### src/rtl/cpu_sequencer.sv
// cpu_sequencer
// -------------
// Multi-cycle control sequencer for the 8-bit CPU. Fetches one instruction
// word per instruction from instruction memory, holds it in the instruction
// register (IR), presents opcode/immediate to op_decode, pulses register-file
// write-back and resolves JMP / JNZ / HALT by updating the program counter.
//
// Ports
//   clk        in   system clock, rising edge
//   rst        in   asynchronous, active-high reset
//   run        in   level; 1 = execute, 0 = stop at next instruction boundary
//   imem_req   out  fetch request, held until imem_ack
//   imem_addr  out  fetch address (pc while imem_req=1, else 0)
//   imem_ack   in   imem_data valid this cycle (only looked at in FETCH)
//   imem_data  in   instruction word: [7:4] opcode, [3:0] immediate
//   op         out  IR[7:4]
//   imm        out  IR[3:0]
//   alu_zero   in   ALU zero flag, used by JNZ in EXEC
//   reg_we     out  register-file write enable, one-cycle pulse in WB
//   retire     out  one-cycle pulse when an instruction completes
//   pc         out  current program counter
//   busy       out  1 in every state except IDLE and HALT
//   halted     out  1 in HALT
//   dbg_state  out  raw FSM state encoding, for checkers and debug
//
// Handshake: the fetch is a request/acknowledge pair. imem_req rises on entry
// to FETCH and stays high, with imem_addr stable, until the first cycle in
// which imem_ack=1 is sampled at a rising edge; imem_data is captured into IR
// on that same edge and imem_req drops the next cycle. imem_ack seen in any
// other state has no effect.

module cpu_sequencer #(
  parameter int PC_W = 4
) (
  input  logic            clk,
  input  logic            rst,
  input  logic            run,
  output logic            imem_req,
  output logic [PC_W-1:0] imem_addr,
  input  logic            imem_ack,
  input  logic [7:0]      imem_data,
  output logic [3:0]      op,
  output logic [3:0]      imm,
  input  logic            alu_zero,
  output logic            reg_we,
  output logic            retire,
  output logic [PC_W-1:0] pc,
  output logic            busy,
  output logic            halted,
  output logic [2:0]      dbg_state
);

  // Control opcodes; every other opcode is a datapath op that writes back.
  localparam logic [3:0] OP_HALT = 4'hF;
  localparam logic [3:0] OP_JMP  = 4'hE;
  localparam logic [3:0] OP_JNZ  = 4'hD;

  localparam logic [PC_W-1:0] PC_ONE = PC_W'(1);

  typedef enum logic [2:0] {
    S_IDLE   = 3'd0,
    S_FETCH  = 3'd1,
    S_DECODE = 3'd2,
    S_EXEC   = 3'd3,
    S_WB     = 3'd4,
    S_HALT   = 3'd5
  } state_t;

  state_t          state_q, state_d;
  logic [PC_W-1:0] pc_q, pc_d;
  logic [7:0]      ir_q, ir_d;

  logic [3:0]      ir_op;
  logic [PC_W-1:0] jmp_target;
  logic [PC_W-1:0] pc_inc;
  logic            is_ctrl;

  assign ir_op  = ir_q[7:4];
  assign pc_inc = pc_q + PC_ONE;   // wraps modulo 2^PC_W
  assign is_ctrl = (ir_op == OP_HALT) || (ir_op == OP_JMP) || (ir_op == OP_JNZ);

  // Jump target is the immediate zero-extended to the pc width.
  always_comb begin
    jmp_target      = '0;
    jmp_target[3:0] = ir_q[3:0];
  end

  // ---------------------------------------------------------------------
  // State, pc and IR registers
  // ---------------------------------------------------------------------
  always_ff @(posedge clk or posedge rst) begin
    if (rst) begin
      state_q <= S_IDLE;
      pc_q    <= '0;
      ir_q    <= 8'h00;
    end else begin
      state_q <= state_d;
      pc_q    <= pc_d;
      ir_q    <= ir_d;
    end
  end

  // ---------------------------------------------------------------------
  // Next-state logic
  // ---------------------------------------------------------------------
  always_comb begin
    state_d = state_q;
    pc_d    = pc_q;
    ir_d    = ir_q;

    case (state_q)
      S_IDLE: begin
        if (run) state_d = S_FETCH;
      end

      // run is deliberately not looked at here: once a fetch starts the
      // instruction always runs to completion.
      S_FETCH: begin
        if (imem_ack) begin
          ir_d    = imem_data;
          state_d = S_DECODE;
        end
      end

      // One settle cycle for op_decode and the ALU.
      S_DECODE: begin
        state_d = S_EXEC;
      end

      S_EXEC: begin
        case (ir_op)
          OP_HALT: begin
            state_d = S_HALT;
          end
          OP_JMP: begin
            pc_d    = jmp_target;
            state_d = run ? S_FETCH : S_IDLE;
          end
          OP_JNZ: begin
            pc_d    = alu_zero ? pc_inc : jmp_target;
            state_d = run ? S_FETCH : S_IDLE;
          end
          default: begin
            state_d = S_WB;
          end
        endcase
      end

      S_WB: begin
        pc_d    = pc_inc;
        state_d = run ? S_FETCH : S_IDLE;
      end

      // Only rst leaves HALT.
      S_HALT: begin
        state_d = S_HALT;
      end

      default: begin
        state_d = S_IDLE;
      end
    endcase
  end

  // ---------------------------------------------------------------------
  // Outputs: decoded purely from the registered state and IR, so each
  // pulse lasts exactly the one cycle spent in its state and rst removes
  // them immediately.
  // ---------------------------------------------------------------------
  always_comb begin
    imem_req  = 1'b0;
    imem_addr = '0;
    reg_we    = 1'b0;
    retire    = 1'b0;
    busy      = 1'b0;
    halted    = 1'b0;

    case (state_q)
      S_FETCH: begin
        imem_req  = 1'b1;
        imem_addr = pc_q;
        busy      = 1'b1;
      end
      S_DECODE: begin
        busy = 1'b1;
      end
      S_EXEC: begin
        busy   = 1'b1;
        retire = is_ctrl;
      end
      S_WB: begin
        busy   = 1'b1;
        reg_we = 1'b1;
        retire = 1'b1;
      end
      S_HALT: begin
        halted = 1'b1;
      end
      default: begin
        busy = 1'b0;
      end
    endcase
  end

  assign op        = ir_q[7:4];
  assign imm       = ir_q[3:0];
  assign pc        = pc_q;
  assign dbg_state = state_q;

endmodule

### config.mk
export PLATFORM = sky130hd
export DESIGN_NAME = cpu_sequencer
export DESIGN_NICKNAME = d
export VERILOG_FILES = /design/src/rtl/cpu_sequencer.sv
export SDC_FILE = /design/constraint.sdc
export NUM_CORES = 1
export LEC_CHECK = 0
export ABC_AREA = 0
export CAP_MARGIN = 20
export CORE_UTILIZATION = 44
export CTS_CLUSTER_DIAMETER = 30
export DETAILED_ROUTE_END_ITERATION = 7
export DONT_BUFFER_PORTS = 1
export REMOVE_ABC_BUFFERS = 1
export SYNTH_ARGS = -nofsm -noshare
export SYNTH_HDL_FRONTEND = slang
export SYNTH_SLANG_ARGS = --single-unit
### constraint.sdc
create_clock -name clk -period 3.5 [get_ports clk]
set_input_delay 0.7 -clock clk [delete_from_list [all_inputs] [get_ports clk]]
set_output_delay 0.7 -clock clk [all_outputs]
set_load 0.05 [all_outputs]
# --- Word-level counts from Yosys, hierarchy flattened ---
# Index checks and enable logic that the tools add are counted.
op_classes:
  mux: 14
  n_eq_ne: 11
  n_reduce_logical: 9
  add_sub_neg: 1
op_table:
  columns: ["cell", "count"]
  rows:
  - ["3-bit case mux with 6 select lines", 1]
  - ["4-bit case mux with 2 select lines", 2]
  - ["4-bit equality test, second input constant", 3]
  - ["4-bit two-way mux", 2]
  - ["3-bit by 2-bit equality test with 1-bit output, second input constant", 2]
  - ["3-bit equality test, second input constant", 2]
  - ["3-bit two-way mux", 2]
  - ["3-bit case mux with 2 select lines", 1]
  - ["2-bit AND reduction", 3]
  - ["1-bit two-way mux", 5]
  - ["4-bit by 1-bit adder with 4-bit output, second input constant", 1]
  - ["2-bit != test, second input constant", 2]
  - ["4-bit OR reduction", 1]
  - ["3-bit by 1-bit equality test with 1-bit output, second input constant", 1]
  - ["3-bit zero test", 1]
  - ["3-bit != test, second input constant", 1]
  - ["1-bit logical OR", 2]
  - ["1-bit case mux with 2 select lines", 1]
  - ["2-bit nonzero test", 1]
  - ["2-bit OR reduction", 1]
totals:
  inputBits: 13
  word_cells: 38
  out_inout_bits: 24
  reg_bits: 15

# --- Logic depth before layout (Yosys ltp) ---
depth:
  ltp_word: 4
  mapped_depth: 5
  depth_no_buf: 4

# --- Worst setup path before layout ---
# Ideal clock, no wire load.
synth_path:
  kind: "reg2out"
  startpoint: "reg state_q[2], in the netlist dbg_state[2]"
  endpoint: "out retire"
  stages_incl_launch_ff: 4
  required_time_ns: 2.800
  slack_ns: 0.605
  path_buffers: 1
  t_arrival_ns: 2.195
  path_cell_list: "dfrtp_1 buf_6 nand3b_1 o31ai_1"
synth_between:
  elab_chain_cells: 2
  word_cells_on_any_way: 3
  cone_classes: "eq/ne (2); mux (1)"
synth_lines:
  columns: ["item", "line_no", "source"]
  rows:
  - ["from (decl)", "69", "state_t state_q, state_d;"]
  - ["from (signal assigned)", "97", "state_q <= state_d;"]
  - ["3-bit equality test / 3-bit by 2-bit equality test with 1-bit output (equally long branches)", "178", "case (state_q)"]
  - ["1-bit case mux with 2 select lines (*)", "178", null]
  - ["to (decl)", "46", "output logic retire,"]
# Every way passes the cells marked *; elsewhere a longest branch is shown, timed or not.

# --- Worst setup path in the final report ---
layout_path:
  startpoint: "reg state_q[0], in the netlist dbg_state[0]"
  endpoint: "out imem_addr[2]"
layout_between:
  elab_chain_cells: 2
layout_lines:
  columns: ["item", "line_no", "source"]
  rows:
  - ["3-bit by 1-bit equality test with 1-bit output", "178", null]
  - ["4-bit two-way mux", "178", null]
  - ["to (decl)", "39", "output logic [PC_W-1:0] imem_addr,"]
# Every way passes these cells.

==> metrics.txt <==
status=finished clean; Synth area leaders=dfrtp_1 44%, mux2_2 10%, and2_1 4.4%; setup TNS=0 ns; Setup Slack @ Placement=1.04 ns; largest stage delay on the critical path=0.78 ns; Mapped Avg Cell Area=10.9 sq um; Final Hold Fails=0; postcts setup bufs=0; Max Cap Viol=0; total core area=1780 sq um; CTS Sinks=15; post_cts resized=0; synth unique cells=32; CTS Hold Bufs=0; final period utilization=0.788; worst hold path class=in -> async; Mapped Cells=79; Async S/R FF share, synth=1.00; final worst slack=0.743 ns; die width=46.2 microns; Total GRT Usage=0.169; global-route wire length before repair=2.53 mm; Overflow after GRT=0; vias in the first global route=565; area of the mapped netlist=861 sq um; starting density of the core=0.483; CP Capture Type=output port; Cell Count Post-Placement=103; clock-pin transition on the worst setup and hold timing paths=0.10 ns; area grow syn2layout=6.40%; Synth top area share=0.436; die area=2140 sq um; DRC violations left=0; DRT Pass-1 Iters=4; Main synth FF type=dfrtp_1; GPL Wtd Cong=0.694; count leader, synth=dfrtp_1; clk buf depth=2; Req. time, crit path=2.80 ns; nets=97; sequential fraction of the synthesis area=0.436; vias=586; die height=46.2 microns; CP cell instances=nor3b_2, buf_4, and2_1; # rows=15; Highest Clock Rate=363 MHz; pin count of the biggest net entering global routing=16; Wirelength per Cell=15.3 microns; crit path DAT=2.06 ns; Worst Max-Slew Pin Slew=0.799 ns; Synthesis Warnings=0; initial DRC count=3; RSZ-0062 raised after global routing=no; n_diodes=0; Worst-Skew Late Latency=0.29 ns; CTS H-tree depth=1; Avg Vias per Cell=5.48; skew final=0.00541 ns; initial antenna violation count=0; ANT nets after route=0; area leader, netlist=dfrtp_1; Worst slew margin=0.468; CTS tree=yes; Final Max Slew Viols=0; fraction of layout cells with a size suffix above 1=0.244; register bit total from synthesis=15; crit path max fanout=11; IO Pins=37; total CTS buffers=3; post-layout min period=2.76 ns; CP max stage cell=dfrtp_1; CP Launch Type=flip-flop; flop2flop setup slack=1.29 ns; final wirelength=1.64 mm; Finished Layout Cells=107; Setup CP Type=reg -> out; Post-synth EDFFs=0; root buf cell=clkbuf_4; PortBufs=0; Final setup viols=0; list of most frequent post-synthesis cells=15 x dfrtp_1, 8 x mux2_2, 6 x and2_1
==> per-layer routing <==
metal | share of wire | global-route usage | vias to the layer above
met5 | 0 | 0 | -
met4 | 0.0073 | 0.0882 | 0
met3 | 0.055 | 0.0392 | 2
met2 | 0.46 | 0.262 | 23
met1 | 0.48 | 0.218 | 271
li1 | - | - | 290
==> path summary, 6_finish.rpt <==
check,end,from,cells past startpoint
min in group clk,ir_q[5],imem_data[5],1
max,imem_addr[2],dbg_state[0],3
max reg2reg,ir_q[2],dbg_state[0],4
min reg2reg,pc[1],pc[1],2
min,ir_q[4],rst,1
max in group asynchronous,ir_q[1],rst,1
==> critical path, delay by kind of cell, from the launching register on <==
kind / cells / cell delay, ns
flip-flops: 1 / 0.78
AND/OR/NAND/NOR: 2 / 0.74
buffers and inverters: 1 / 0.24
==> flip-flops by register name, indices dropped and copies added, names as in the netlist <==
signal,cells
ir_q,8
pc,4
dbg_state,3
==> area by class of cell <==
class                   count  area (sq um)
inverters                   3          11.3
repair buffers              3          22.5
clock buffers               3          22.5
fillers                   181           867
well taps                  25          31.3
multi-input cells          57           448
flip-flops and latches     15           375
clock inverters             1          5.00
==> logic make-up after synthesis <==
group,synth area share
buffers and inverters,0.0494
adders and majority gates,0.0145
xor gates and xnor gates,0.0204
and+or+nand+nor,0.201
muxes,0.140
AOI/OAI and AO/OA,0.140
DFF,0.436
==> layout by cell type (no fill, tap or decap), drive strengths merged, types with 3 or more instances in the layout <==
cell type	n
nor3b	3
nand2	4
and2	6
nor2	5
dfrtp	15
clkbuf	3
inv	3
nand3	3
mux2i	3
mux2	8
buf	3
==> metrics by stage <==
stage / cell area, sq um / hold WS, ns / utilization
3_3_place_gp: 888 / 0.674 / 0.498
3_5_place_dp: 888 / 0.682 / 0.498
4_1_cts: 916 / 0.360 / 0.514
2_1_floorplan: 830 / 0.601 / -
5_1_grt: 916 / 0.394 / 0.514
6_report: 916 / 0.350 / 0.514
Power is left out: the tool's default activity adds up to more than one toggle a clock period on the data nets, which glitch-free logic cannot reach.
